==> src/rtl/matrix_loader_pkg.sv <==
// matrix_loader_pkg: shared definitions for the 2x2 matrix loader and multiplier.
// Holds the loader FSM encoding, operand index map and default element width.
package matrix_loader_pkg;

    // Default operand element width, shared with the multiplier a/b inputs.
    localparam int DATA_W_DEF = 8;

    // Elements per matrix pair and index width.
    localparam int N_ELEM = 8;
    localparam int IDX_W  = 3;

    // Stream order: a11,a12,a21,a22,b11,b12,b21,b22.
    localparam logic [IDX_W-1:0] IDX_A11 = 3'd0;
    localparam logic [IDX_W-1:0] IDX_A12 = 3'd1;
    localparam logic [IDX_W-1:0] IDX_A21 = 3'd2;
    localparam logic [IDX_W-1:0] IDX_A22 = 3'd3;
    localparam logic [IDX_W-1:0] IDX_B11 = 3'd4;
    localparam logic [IDX_W-1:0] IDX_B12 = 3'd5;
    localparam logic [IDX_W-1:0] IDX_B21 = 3'd6;
    localparam logic [IDX_W-1:0] IDX_B22 = 3'd7;

    // Loader FSM encoding.
    typedef enum logic [1:0] {
        LOAD = 2'd0,
        FIRE = 2'd1,
        WAIT = 2'd2
    } ml_state_e;

    // Next element index; wraps from IDX_B22 back to IDX_A11.
    function automatic logic [IDX_W-1:0] idx_next(input logic [IDX_W-1:0] idx);
        return idx + 1'b1;
    endfunction

endpackage

==> src/rtl/matrix_loader.sv <==
// matrix_loader: collects eight streamed elements into registered 2x2 operands
// a/b, pulses start for the multiplier, then waits for mm_done.
// Ports:
//   clk, rst_n (async, active-low)     - clock and reset
//   in_valid, in_data, in_ready        - element stream handshake
//   flush                              - synchronous abort; clears operands and err
//   a11..a22, b11..b22                 - registered operands for the multiplier
//   start                              - one-cycle launch pulse
//   mm_done                            - multiplier completion, honoured in WAIT only
//   busy                               - high in FIRE and WAIT
//   err                                - sticky done-timeout flag
// Build option: MATLOAD_TIMEOUT_EN adds a WAIT-state timeout of TIMEOUT_CYCLES
// that sets err and returns to LOAD; without it err is tied 0.
module matrix_loader
    import matrix_loader_pkg::*;
#(
    parameter int DATA_W         = DATA_W_DEF,
    parameter int TIMEOUT_CYCLES = 64
) (
    input  logic              clk,
    input  logic              rst_n,
    input  logic              in_valid,
    input  logic [DATA_W-1:0] in_data,
    output logic              in_ready,
    input  logic              flush,
    output logic [DATA_W-1:0] a11,
    output logic [DATA_W-1:0] a12,
    output logic [DATA_W-1:0] a21,
    output logic [DATA_W-1:0] a22,
    output logic [DATA_W-1:0] b11,
    output logic [DATA_W-1:0] b12,
    output logic [DATA_W-1:0] b21,
    output logic [DATA_W-1:0] b22,
    output logic              start,
    input  logic              mm_done,
    output logic              busy,
    output logic              err
);

    ml_state_e         r_state;
    ml_state_e         w_state_nxt;
    logic [IDX_W-1:0]  r_idx;
    logic [DATA_W-1:0] r_op [N_ELEM];

    logic w_in_ready;
    logic w_xfer;
    logic w_last;
    logic w_to_hit;

    // in_ready is gated by rst_n so it reads 0 throughout reset, and by
    // flush so an abort cycle never accepts an element.
    assign w_in_ready = rst_n && (r_state == LOAD) && !flush;
    assign w_xfer     = in_valid && w_in_ready;
    assign w_last     = (r_idx == IDX_B22);

    assign in_ready = w_in_ready;
    assign start    = (r_state == FIRE) && !flush;
    assign busy     = (r_state == FIRE) || (r_state == WAIT);

    assign a11 = r_op[IDX_A11];
    assign a12 = r_op[IDX_A12];
    assign a21 = r_op[IDX_A21];
    assign a22 = r_op[IDX_A22];
    assign b11 = r_op[IDX_B11];
    assign b12 = r_op[IDX_B12];
    assign b21 = r_op[IDX_B21];
    assign b22 = r_op[IDX_B22];

    // State register.
    always_ff @(posedge clk or negedge rst_n) begin
        if (!rst_n) begin
            r_state <= LOAD;
        end else begin
            r_state <= w_state_nxt;
        end
    end

    // Next-state logic. mm_done only matters in WAIT.
    always_comb begin
        w_state_nxt = r_state;
        if (flush) begin
            w_state_nxt = LOAD;
        end else begin
            unique case (r_state)
                LOAD: begin
                    if (w_xfer && w_last) begin
                        w_state_nxt = FIRE;
                    end
                end
                FIRE: begin
                    w_state_nxt = WAIT;
                end
                WAIT: begin
                    if (mm_done || w_to_hit) begin
                        w_state_nxt = LOAD;
                    end
                end
                default: begin
                    w_state_nxt = LOAD;
                end
            endcase
        end
    end

    // Index and operand registers. Operands only change on their own
    // transfer, which can only happen in LOAD, so they hold through
    // FIRE and WAIT.
    always_ff @(posedge clk or negedge rst_n) begin
        if (!rst_n) begin
            r_idx <= '0;
            for (int i = 0; i < N_ELEM; i++) begin
                r_op[i] <= '0;
            end
        end else if (flush) begin
            r_idx <= '0;
            for (int i = 0; i < N_ELEM; i++) begin
                r_op[i] <= '0;
            end
        end else if (w_xfer) begin
            r_op[r_idx] <= in_data;
            r_idx       <= idx_next(r_idx);
        end
    end

`ifdef MATLOAD_TIMEOUT_EN
    localparam int TO_W = $clog2(TIMEOUT_CYCLES + 1);

    logic [TO_W-1:0] r_to_cnt;
    logic            r_err;

    // The counter sits at 0 outside WAIT, so every WAIT entry starts from 0.
    // Hit fires on the TIMEOUT_CYCLES-th edge spent in WAIT.
    assign w_to_hit = (r_state == WAIT) &&
                      (r_to_cnt == TO_W'(TIMEOUT_CYCLES - 1));
    assign err      = r_err;

    always_ff @(posedge clk or negedge rst_n) begin
        if (!rst_n) begin
            r_to_cnt <= '0;
            r_err    <= 1'b0;
        end else if (flush) begin
            r_to_cnt <= '0;
            r_err    <= 1'b0;
        end else begin
            if ((r_state != WAIT) || w_to_hit || mm_done) begin
                r_to_cnt <= '0;
            end else begin
                r_to_cnt <= r_to_cnt + 1'b1;
            end
            // A done on the timeout edge is a normal completion.
            if (w_to_hit && !mm_done) begin
                r_err <= 1'b1;
            end
        end
    end
`else
    logic w_unused_cfg;

    assign w_to_hit     = 1'b0;
    assign err          = 1'b0;
    assign w_unused_cfg = (TIMEOUT_CYCLES > 0);
`endif

endmodule

==> config.mk <==
export PLATFORM = sky130hd
export DESIGN_NAME = matrix_loader
export DESIGN_NICKNAME = d
export VERILOG_FILES = /design/src/rtl/matrix_loader_pkg.sv /design/src/rtl/matrix_loader.sv
export SDC_FILE = /design/constraint.sdc
export NUM_CORES = 1
export LEC_CHECK = 0
export ABC_AREA = 1
export CORE_MARGIN = 2
export CORE_UTILIZATION = 35
export CTS_CLUSTER_DIAMETER = 200
export DETAILED_ROUTE_END_ITERATION = 16
export PLACE_DENSITY_LB_ADDON = 0.1
export SKIP_LAST_GASP = 1
export SLEW_MARGIN = 15
export SYNTH_ARGS = -nofsm -noshare
export SYNTH_HDL_FRONTEND = slang
export SYNTH_SLANG_ARGS = --single-unit
==> constraint.sdc <==
create_clock -name clk -period 2.1 [get_ports clk]
set_input_delay 0.42 -clock clk [delete_from_list [all_inputs] [get_ports clk]]
set_output_delay 0.42 -clock clk [all_outputs]
set_load 0.05 [all_outputs]
# After elaboration in Yosys (flattened, before gate mapping)

Index checks and enable logic that the tools add are counted.

Input port bits: 13
Output and inout port bits: 68
Register bits: 69
Memory bits (writable): 0
Memories: 0
Bits in latches: 0
Memory bits (read-only): 0

Order comparisons: 2
Eq/ne operators: 5
Add/subtract/negate cells: 1
Divide/modulo/power cells: 0
Multiplexer cells: 11
Bitwise logic cells: 1
Reduce and logical (&&, ||, !) cells: 11
Shift-type cells: 0
$mul: 0

Operators by type and width:

| kind                                                                          | count |
|---|---|
| 64-bit 2-to-1 mux                                                             | 2 |
| 64-bit bitwise mux                                                            | 1 |
| 8-bit demux with 3-bit select                                                 | 1 |
| 8-bit 2-to-1 mux                                                              | 1 |
| 1-bit logical AND                                                             | 6 |
| 2-bit 2-to-1 mux                                                              | 3 |
| 3-bit 2-to-1 mux                                                              | 2 |
| 2-bit one-hot mux with 3 select lines                                         | 1 |
| 4-bit >= comparator (second input constant)                                   | 1 |
| 4-bit by 1-bit less-than comparator with 1-bit output (second input constant) | 1 |
| 3-bit NOT with 4-bit output                                                   | 1 |
| 3-bit by 1-bit adder with 3-bit output (second input constant)                | 1 |
| 3-bit equality test (second input constant)                                   | 1 |
| 3-bit by 2-bit inequality test with 1-bit output (second input constant)      | 1 |
| 3-bit inequality test (second input constant)                                 | 1 |
| 2-bit by 1-bit equality test with 1-bit output (second input constant)        | 1 |
| 2-bit equality test (second input constant)                                   | 1 |
| 2-bit logical NOT                                                             | 1 |
| 2-bit AND reduction                                                           | 1 |
| 2-bit nonzero test                                                            | 1 |
| 1-bit logical NOT                                                             | 1 |
| 1-bit logical OR                                                              | 1 |

# Depth between registers and ports, before layout

Gate-level depths: netlist of run 1.

Depth in word-level cells: 8
Mapped depth: 10
Depth with buffers taken out: 9

# Least setup slack after synthesis of run 1

No wires, ideal clock.

Path type: register to register
From: register r_state[0]
To: register r_op, in the netlist b21[0]
Path slack: 0.329 ns
Cell stages (with the launch flop): 11
Arrival time: 1.653 ns
Path buffers: 1
Required time: 1.981 ns
Path through: dfrtp_1 inv_1 ha_1 nand2_1 nor2_4 nand2_4 buf_12 nor2_8 nor2_8 nand2_2 nand2_1

Longest elaborated chain between the ends: 5

Ends and longest elaborated chain:

| item                                | line                 | RTL |
|---|---|---|
| start: declaration                  | matrix_loader.sv:40  | `ml_state_e r_state;` |
| start signal: assignment            | matrix_loader.sv:74  | `r_state <= w_state_nxt;` |
| 2-bit logical NOT                   | matrix_loader.sv:52  | `assign w_in_ready = rst_n && (r_state == LOAD) && !flush;` |
| 1-bit logical AND (2 in series)     | matrix_loader.sv:52  |  |
| net in_ready                        | matrix_loader.sv:24  | `output logic in_ready,` |
| 1-bit logical AND                   | matrix_loader.sv:53  | `assign w_xfer = in_valid && w_in_ready;` |
| 2-bit nonzero test (no source line) | --                   |  |
| end signal: indexed assignment      | matrix_loader.sv:120 | `r_op[r_idx] <= in_data;` |
| end: declaration                    | matrix_loader.sv:43  | `logic [DATA_W-1:0] r_op [N_ELEM];` |

The timed path passes the listed nets, and every way through them passes these cells.
A chain may end at the register's enable or synchronous reset.

# Worst setup path in the final report of run 1

From: register r_op, in the netlist b11[0]
To: output port b11[0]

RTL lines:

| item             | line                | RTL |
|---|---|---|
| end: declaration | matrix_loader.sv:30 | `output logic [DATA_W-1:0] b11,` |

No word-level cell between the ends.

==> results of run 1 <==
-- through the flow --
step	worst slack [ns]	setup TNS, ns	util (%)	power, mW	cell area (µm²)
6_report	0.126	0	49.1	3.01	4240
5_1_grt	0.0275	0	49.1	3.16	4240
4_1_cts	0.102	0	49.1	3.05	4240
3_5_place_dp	-0.00349	-0.00349	47.0	2.00	4060
3_3_place_gp	0.0155	0	47.0	1.99	4060
2_1_floorplan	0.329	0	-	1.78	3080
-- Yosys cell counts --
cell,instances
nor2_4,7
buf_4,2
nand3_1,10
o21ai_0,3
nand2_1,198
inv_1,18
nand2_4,1
nand2_2,8
nor2_1,13
nor2_2,2
nor2_8,8
conb_1,1
buf_2,1
buf_12,1
ha_1,6
dfrtp_1,69
-- metal layers --
layer  track usage (%)  wire [µm]  vias up
met5                 0          0        -
met4              5.24         98        0
met3              4.22        343        9
met2              26.5       3620       57
met1              24.3       3740     1147
li1                  -          -     1242
-- cell families (layout without fill, tap and decap cells) --
logic type | Yosys count | after routing | synth area share, %
AND/OR/NAND/NOR | 247 | 247 | 37.5
flip-flops | 69 | 69 | 56.0
buffers and inverters | 22 | 120 | 3.49
adder cells (fa/ha/maj) | 6 | 6 | 2.44
AO/OA/AOI/OAI | 3 | 3 | 0.487
other | 1 | 1 | 0.122
-- cell type report --
cell class	instances	area, µm²	share of cell area [%]
Clock buffer	12	135	3.18
Clock inverter	4	48.8	1.15
Inverter	18	67.6	1.59
Multi-Input combinational cell	257	1250	29.4
Sequential cell	69	1730	40.7
Tap cell	108	135	3.18
Timing Repair Buffer	86	881	20.8
-- power groups by stage --
stage          Combinational (mW)  Clock, mW  Sequential [mW]
2_1_floorplan               0.328          0             1.45
3_3_place_gp                0.573          0             1.42
3_5_place_dp                0.579          0             1.42
4_1_cts                     0.582       1.08             1.39
5_1_grt                     0.624       1.14             1.40
6_report                    0.570       1.04             1.39
-- worst max-delay path by stage --
stage	from	endpoint	slack, ns	cells after the start
floorplan	r_state[0]	b21[0]	0.33	10
global placement	flush	a22[2]	0.02	5
detailed placement	flush	a12[2]	-0.003	5
CTS	b11[0]	b11[0]	0.10	1
global route	r_state[1]	in_ready	0.03	6
finish	b11[0]	b11[0]	0.13	1
-- registers in the layout, indices dropped and copies added, names as in the netlist --
name / flops
b11: 8
r_state: 2
r_idx: 3
a21: 8
b22: 8
a11: 8
a12: 8
b12: 8
a22: 8
b21: 8
-- placed cells by master (no fill, tap or decap), types with 2 or more instances in the layout --
cell type        count
buf_12               4
nor2_8               8
nand2_2              8
nor2_1              13
nor2_2               2
nand3_1             10
clkinv_2             2
clkbuf_8             9
clkbuf_1             3
buf_4                6
dfrtp_1             69
o21ai_0              3
nor2_4               7
inv_1               18
clkdlybuf4s50_1     75
nand2_1            198
ha_1                 6
==> impl_metrics.yaml, run 1 <==
run_status:
  status: "complete, no violations"
timing:
  tightest_slew_ns: 0.992
  final-hold-violation-count: 0
  period_share_pct: 94.0
  rsz0062_at_grt: "false"
  max_freq_mhz: 507
  relSlewSlack_pct: 33.6
  holdWs_ns: 0.164
  setup_viol: 0
  maxSlewViolCount: 0
  min_period_ns: 1.97
  finClkSkew_ns: 0.0117
setup_path:
  rrSetupSlack_ns: 0.43
  critPathMaxStageDelay_ns: 0.82
  crit_arrival_ns: 1.55
  critPathRequiredTime_ns: 1.68
  rr_endpoint: "a22[3]"
  crit_path_end_kind: "output port"
  cpMaxStageDelayCell: "clkdlybuf4s50_1"
  crit_family: "buffers and inverters"
  worstSetupStartpointType: "flip-flop"
  crit_fanout: 2
  worst-path-buf-inv: 1
  crit_chain: "clkdlybuf4s50_1"
  r2r-start: "r_state[0]"
  crit_type: "reg2out"
  r2r_cells: 10
route:
  wl_um: 7810
  wire_per_inst_um: 14.1
  vias_per_cell: 4.43
  vias: 2455
  drt-initial-drc-count: 95
  drc: 0
  drtAntennaViolNets: 0
  drtPass1Iterations: 4
clock_tree:
  tritoncts: "done"
  cts_resized: 0
  cts_inserted_buffers: 9
  clock_sinks: 69
  cts_root_buffer: "clkbuf_8"
  clk_pin_slew_ns: 0.08
  max-clock-path-buffers: 2
  postCtsHoldBufs: 0
  cts_max_level: 3
  post_cts_buffers: 0
  worstSkewPairLatency_ns: 0.34
placement:
  dp_hpwl_um: 5290
  io_buffers: 79
  dp.cells: 538
  gp_congestion: 0.788
power:
  p_leak_nw: 2.33
  internal_power_mw: 2.09
  seq_power_share_pct: 46.4
  p_per_area_mw_per_mm2: 709
  netSwitchingPower_uw: 913
  p_sw_share_pct: 30.4
  ir_worst_vdd_v: 0.000510
  combPwrFrac_pct: 19.0
  clockPowerShare_pct: 34.7
grt:
  grt_pass1_vias: 2454
  grt_pass1_wl_um: 12800
  antenna_found_initial: 0
  grt_max_degree: 41
  globalRouteTotalUtil_pct: 17.3
  grt_overflow_total: 0
synth:
  yosysTopAreaCell: "dfrtp_1"
  ys_warn_count: 0
  synth_top_cell_area_share_pct: 56.0
  yosysSeqAreaShare_pct: 56.0
  syn_inst: 348
  syn-cell-area_mm2: 0.00308
  postSynthRegisterBits: 69
  synth.distinct_cells: 16
  synth_nets: 367
  syn_avg_cell_area_um2: 8.86
  synthTopCellsByArea: "dfrtp_1, nand2_1, nor2_8"
cells_and_area:
  layout.nets: 460
  fin_cells: 554
  num-fill-cells: 845
  antenna_cells: 0
  area_growth_pct: 37.6
  layout-drive-gt1-share_pct: 11.2
die:
  chipWidth_um: 97.9
  die_y_um: 97.9
  pin_count: 81
  core_mm2: 0.00864
  initial_core_util_pct: 35.7
  rows: 34
  die-area_mm2: 0.00958
run:
  drv_cap: 0
worst_hold_path:
  worst_hold_path_type: "in2async"
Note: power is estimated with default switching activity, not from simulation.
==> inputs of run 2 (changes only) <==
--- a/config.mk
+++ b/config.mk
@@ -8,6 +8,7 @@
 export ABC_AREA = 1
 export CORE_MARGIN = 2
 export CORE_UTILIZATION = 35
+export CTS_BUF_LIST = sky130_fd_sc_hd__clkbuf_8
 export CTS_CLUSTER_DIAMETER = 200
 export DETAILED_ROUTE_END_ITERATION = 16
 export PLACE_DENSITY_LB_ADDON = 0.1
==> run 2 against run 1 <==
  * Via count barely moved
  * Cell count did not move
  * Sequential power barely moved
  * Fmax barely moved
  * Design area did not move
  * Highest routed layer unchanged
  * Clock skew rose by 0.00075 ns
  * Sequential share of layout area did not move
  * Core utilization did not move
  * First-iteration DRC count rose by 1.1%
==> impl_metrics.yaml, run 2 (synthesized netlist as in run 1, its figures left out) <==
run_status:
  status: "complete, no violations"
cells_and_area:
  finish.utilization_pct: 49.1
  layout.nets: 460
  antenna_cells: 0
  multi_input_area_mm2: 0.00125
  layout_common_cells: "nand2_1, clkdlybuf4s50_1, dfrtp_1"
  num-fill-cells: 845
  seq_area_mm2: 0.00173
  area_growth_pct: 37.6
  layout-drive-gt1-share_pct: 11.2
  final_common_cell: "nand2_1"
die:
  die-area_mm2: 0.00958
  rows: 34
  die_y_um: 97.9
  chipWidth_um: 97.9
  core_mm2: 0.00864
  initial_core_util_pct: 35.7
  pin_count: 81
route:
  drtPass1Iterations: 4
  vias: 2456
  vias_per_cell: 4.43
  wire_per_inst_um: 14.1
  wl_um: 7820
  drtAntennaViolNets: 0
  drc: 0
  drt-initial-drc-count: 96
setup_path:
  crit_fanout: 2
  cpMaxStageDelayCell: "clkdlybuf4s50_1"
  worst-path-buf-inv: 1
  critPathMaxStageDelay_ns: 0.82
  crit_chain: "clkdlybuf4s50_1"
  crit_type: "reg2out"
  crit_arrival_ns: 1.55
  worstSetupStartpointType: "flip-flop"
  crit_path_end_kind: "output port"
  crit_family: "buffers and inverters"
  critPathRequiredTime_ns: 1.68
timing:
  setup_viol: 0
  rsz0062_at_grt: "false"
  period_share_pct: 94.0
  worst_slack_ns: 0.126
  finClkSkew_ns: 0.0124
  final-hold-violation-count: 0
  tns_ns: 0
  min_period_ns: 1.97
  holdWs_ns: 0.166
  maxSlewViolCount: 0
  max_freq_mhz: 507
  relSlewSlack_pct: 33.3
  tightest_slew_ns: 0.998
power:
  ir_worst_vdd_v: 0.000510
  p_per_area_mw_per_mm2: 705
  p_leak_nw: 2.34
  p_total_mw: 2.99
clock_tree:
  clock_sinks: 69
  postCtsHoldBufs: 0
  clk_pin_slew_ns: 0.08
  post_cts_buffers: 0
  max-clock-path-buffers: 2
  tritoncts: "done"
  cts_resized: 0
  cts_max_level: 3
  cts_inserted_buffers: 9
  worstSkewPairLatency_ns: 0.34
  cts_root_buffer: "clkbuf_8"
grt:
  antenna_found_initial: 0
  grt_overflow_total: 0
  grt_max_degree: 41
  grt_pass1_vias: 2454
  globalRouteTotalUtil_pct: 17.3
  grt_pass1_wl_um: 12800
worst_hold_path:
  worst_hold_path_type: "in2async"
placement:
  gp_congestion: 0.788
  io_buffers: 79
  dp_hpwl_um: 5290
  dp_slack_ns: -0.00349
run:
  drv_cap: 0
-- run 2: changes by cell type in the layout (fill, tap and decap cells not counted) --
| cell | previous run | this run |
|---|---|---|
| clkbuf_1 | 3 | 0 |
| inv_1 | 18 | 21 |
-- run 2: final timing paths --
check                           slack [ns]  cells past startpoint       start     end
min in group clk                      0.47                      2      a22[4]  a22[4]
max in group asynchronous             1.52                      2       rst_n  b11[2]
worst min register to register        0.47                      2      a22[4]  a22[4]
worst max register to register        0.43                     10  r_state[0]  a22[3]
worst max-delay path                  0.13                      1      b11[0]  b11[0]
worst min-delay path                  0.17                      2       rst_n  a12[4]
-- run 2: area by class of cell --
type	instances	area share, %
Clock inverter	7	1.42
Clock buffer	9	2.92
Timing Repair Buffer	86	20.8
Multi-Input combinational cell	257	29.4
Sequential cell	69	40.7
Tap cell	108	3.18
Inverter	18	1.59
-- run 2: layer usage --
| metal | global-route usage, % | wire (µm) | share of wire, % |
|---|---|---|---|
| met2 | 26.5 | 3640 | 47 |
| met4 | 5.24 | 99 | 1.3 |
| met5 | 0 | 0 | 0 |
| met3 | 4.22 | 392 | 5.0 |
| met1 | 24.3 | 3690 | 47 |
-- run 2: per-stage QoR --
step / cell area [µm²] / cells
after floorplan: 3080 / 348
after global routing: 4240 / 554
after CTS: 4240 / 554
after global placement: 4060 / 538
after detailed placement: 4060 / 538
final: 4240 / 554
-- run 2: power by group --
group | internal [mW] | total (mW) | leakage (nW) | switching [mW]
registers | 1.36 | 1.39 | 0.961 | 0.0332
logic | 0.184 | 0.569 | 1.28 | 0.386
clock network | 0.534 | 1.03 | 0.107 | 0.496
==> inputs of run 3 (changes only) <==
--- a/config.mk
+++ b/config.mk
@@ -7,11 +7,11 @@
 export LEC_CHECK = 0
 export ABC_AREA = 1
 export CORE_MARGIN = 2
-export CORE_UTILIZATION = 35
+export CORE_UTILIZATION = 50
 export CTS_BUF_LIST = sky130_fd_sc_hd__clkbuf_8
 export CTS_CLUSTER_DIAMETER = 200
 export DETAILED_ROUTE_END_ITERATION = 16
-export PLACE_DENSITY_LB_ADDON = 0.1
+export PLACE_DENSITY = 0.82
 export SKIP_LAST_GASP = 1
 export SLEW_MARGIN = 15
 export SYNTH_ARGS = -nofsm -noshare
==> run 3 against run 2 <==
  * Non-clock buffer count did not move
  * Core utilization rose by 22 points
  * Global-route usage rose by 6.8 points
  * First-iteration DRC count rose by 53%
  * Via count rose by 5.1%
  * Sequential cell count did not move
  * Design area barely moved
  * Sequential share of layout area barely moved
  * Worst setup slack improved by 0.0013 ns
  * Fmax barely moved
  * Routed wire length fell by 2.2%
  * Die area fell by 29%
  * Critical endpoint is now b11[1]
==> impl_metrics.yaml, run 3 (synthesized netlist as in run 1, its figures left out) <==
grt:
  globalRouteTotalUtil_pct: 24.0
  antenna_found_initial: 0
  top_usage_layer: "met2"
  use_met1_pct: 30.6
  grt_use_met2_pct: 37.4
  grt_max_degree: 70
  grt_overflow_total: 0
  grt_pass1_vias: 2553
  grtUsageMet3_pct: 6.63
  grt_pass1_wl_um: 12000
timing:
  tns_ns: 0
  final-hold-violation-count: 0
  max_freq_mhz: 507
  finClkSkew_ns: 0.00672
  relSlewSlack_pct: 40.4
  tightest_slew_ns: 0.891
  period_share_pct: 93.9
  setup_viol: 0
  holdWs_ns: 0.342
  min_period_ns: 1.97
  rsz0062_at_grt: "false"
  maxSlewViolCount: 0
setup_path:
  cpMaxStageDelayCell: "clkdlybuf4s50_1"
  crit_arrival_ns: 1.55
  critPathMaxStageDelay_ns: 0.82
  rr_endpoint: "b22[4]"
  critPathRequiredTime_ns: 1.68
  worstSetupStartpointType: "flip-flop"
  r2r-start: "r_state[1]"
  crit_type: "reg2out"
  crit_chain: "clkdlybuf4s50_1"
  rrSetupSlack_ns: 0.40
  worst-path-buf-inv: 1
  crit_family: "buffers and inverters"
  crit_fanout: 2
  r2r_cells: 10
  crit_path_end_kind: "output port"
route:
  drt-initial-drc-count: 147
  drtPass1Iterations: 4
  wire_per_inst_um: 14.7
  vias: 2581
  drtAntennaViolNets: 0
  vias_per_cell: 4.95
  drc: 0
  wl_um: 7650
cells_and_area:
  antenna_cells: 0
  layout_common_cells: "nand2_1, clkdlybuf4s50_1, dfrtp_1"
  area_growth_pct: 37.7
  layout-drive-gt1-share_pct: 11.7
  seq_area_mm2: 0.00173
  final_common_cell: "nand2_1"
  multi_input_area_mm2: 0.00125
  num-fill-cells: 465
  finish.utilization_pct: 71.3
  layout.nets: 460
die:
  initial_core_util_pct: 51.8
  rows: 28
  pin_count: 81
  die-area_mm2: 0.00681
  chipWidth_um: 82.5
  die_y_um: 82.5
  core_mm2: 0.00596
power:
  ir_worst_vdd_v: 0.000768
  p_leak_nw: 2.35
  p_per_area_mw_per_mm2: 770
  p_total_mw: 3.27
placement:
  gp_congestion: 0.838
  io_buffers: 79
  dp_hpwl_um: 5140
clock_tree:
  clock_sinks: 69
  cts_resized: 0
  worstSkewPairLatency_ns: 0.34
  post_cts_buffers: 0
  postCtsHoldBufs: 0
  max-clock-path-buffers: 2
  cts_root_buffer: "clkbuf_8"
  cts_inserted_buffers: 9
  tritoncts: "done"
  clk_pin_slew_ns: 0.08
  cts_max_level: 3
worst_hold_path:
  worst_hold_path_type: "in2async"
run:
  drv_cap: 0
run_status:
  status: "complete, no violations"
run 3: cell types whose count changed in the layout (fill, tap and decap cells not counted), sizes merged:
| cell | before | now |
|---|---|---|
| bufinv | 1 | 3 |
| clkinv | 3 | 2 |
| clkinvlp | 0 | 1 |
| inv | 21 | 19 |
run 3: how the worst max path moves through the flow:
| stage | start | to | slack (ns) | depth (start not counted) |
|---|---|---|---|---|
| final | b11[1] | b11[1] | 0.13 | 1 |
| after global routing | r_state[1] | in_ready | 0.05 | 6 |
| after CTS | r_state[1] | in_ready | 0.11 | 6 |
| after detailed placement | flush | a11[4] | 0.02 | 5 |
| after global placement | flush | b21[5] | 0.06 | 5 |
| after floorplan | r_state[0] | b21[0] | 0.33 | 10 |
run 3: layout make-up:
cell class	count	share of cell area, %
Multi-Input combinational cell	257	29.4
Timing Repair Buffer	86	20.5
Sequential cell	69	40.7
Inverter	18	1.59
Clock buffer	9	2.92
Tap cell	75	2.21
Clock inverter	7	2.71
run 3: report_power, final:
part           total, mW  internal, mW  switching [mW]
Clock               1.30         0.785           0.518
Combinational      0.569         0.182           0.387
Sequential          1.39          1.36          0.0341
Total               3.27          2.33           0.940
run 3: through the flow:
| stage | instance area (µm²) | setup slack, ns | cells |
|---|---|---|---|
| finish | 4240 | 0.127 | 521 |
| detailed placement | 4010 | 0.0222 | 505 |
| global route | 4240 | 0.0530 | 521 |
| floorplan | 3080 | 0.329 | 348 |
| CTS | 4240 | 0.112 | 521 |
| global placement | 4010 | 0.0586 | 505 |
run 3: layer usage:
metal | share of wire (%) | up-vias
met5 | 0 | -
met4 | 3.3 | 0
met3 | 6.2 | 24
met2 | 47 | 100
met1 | 43 | 1214
li1 | - | 1243
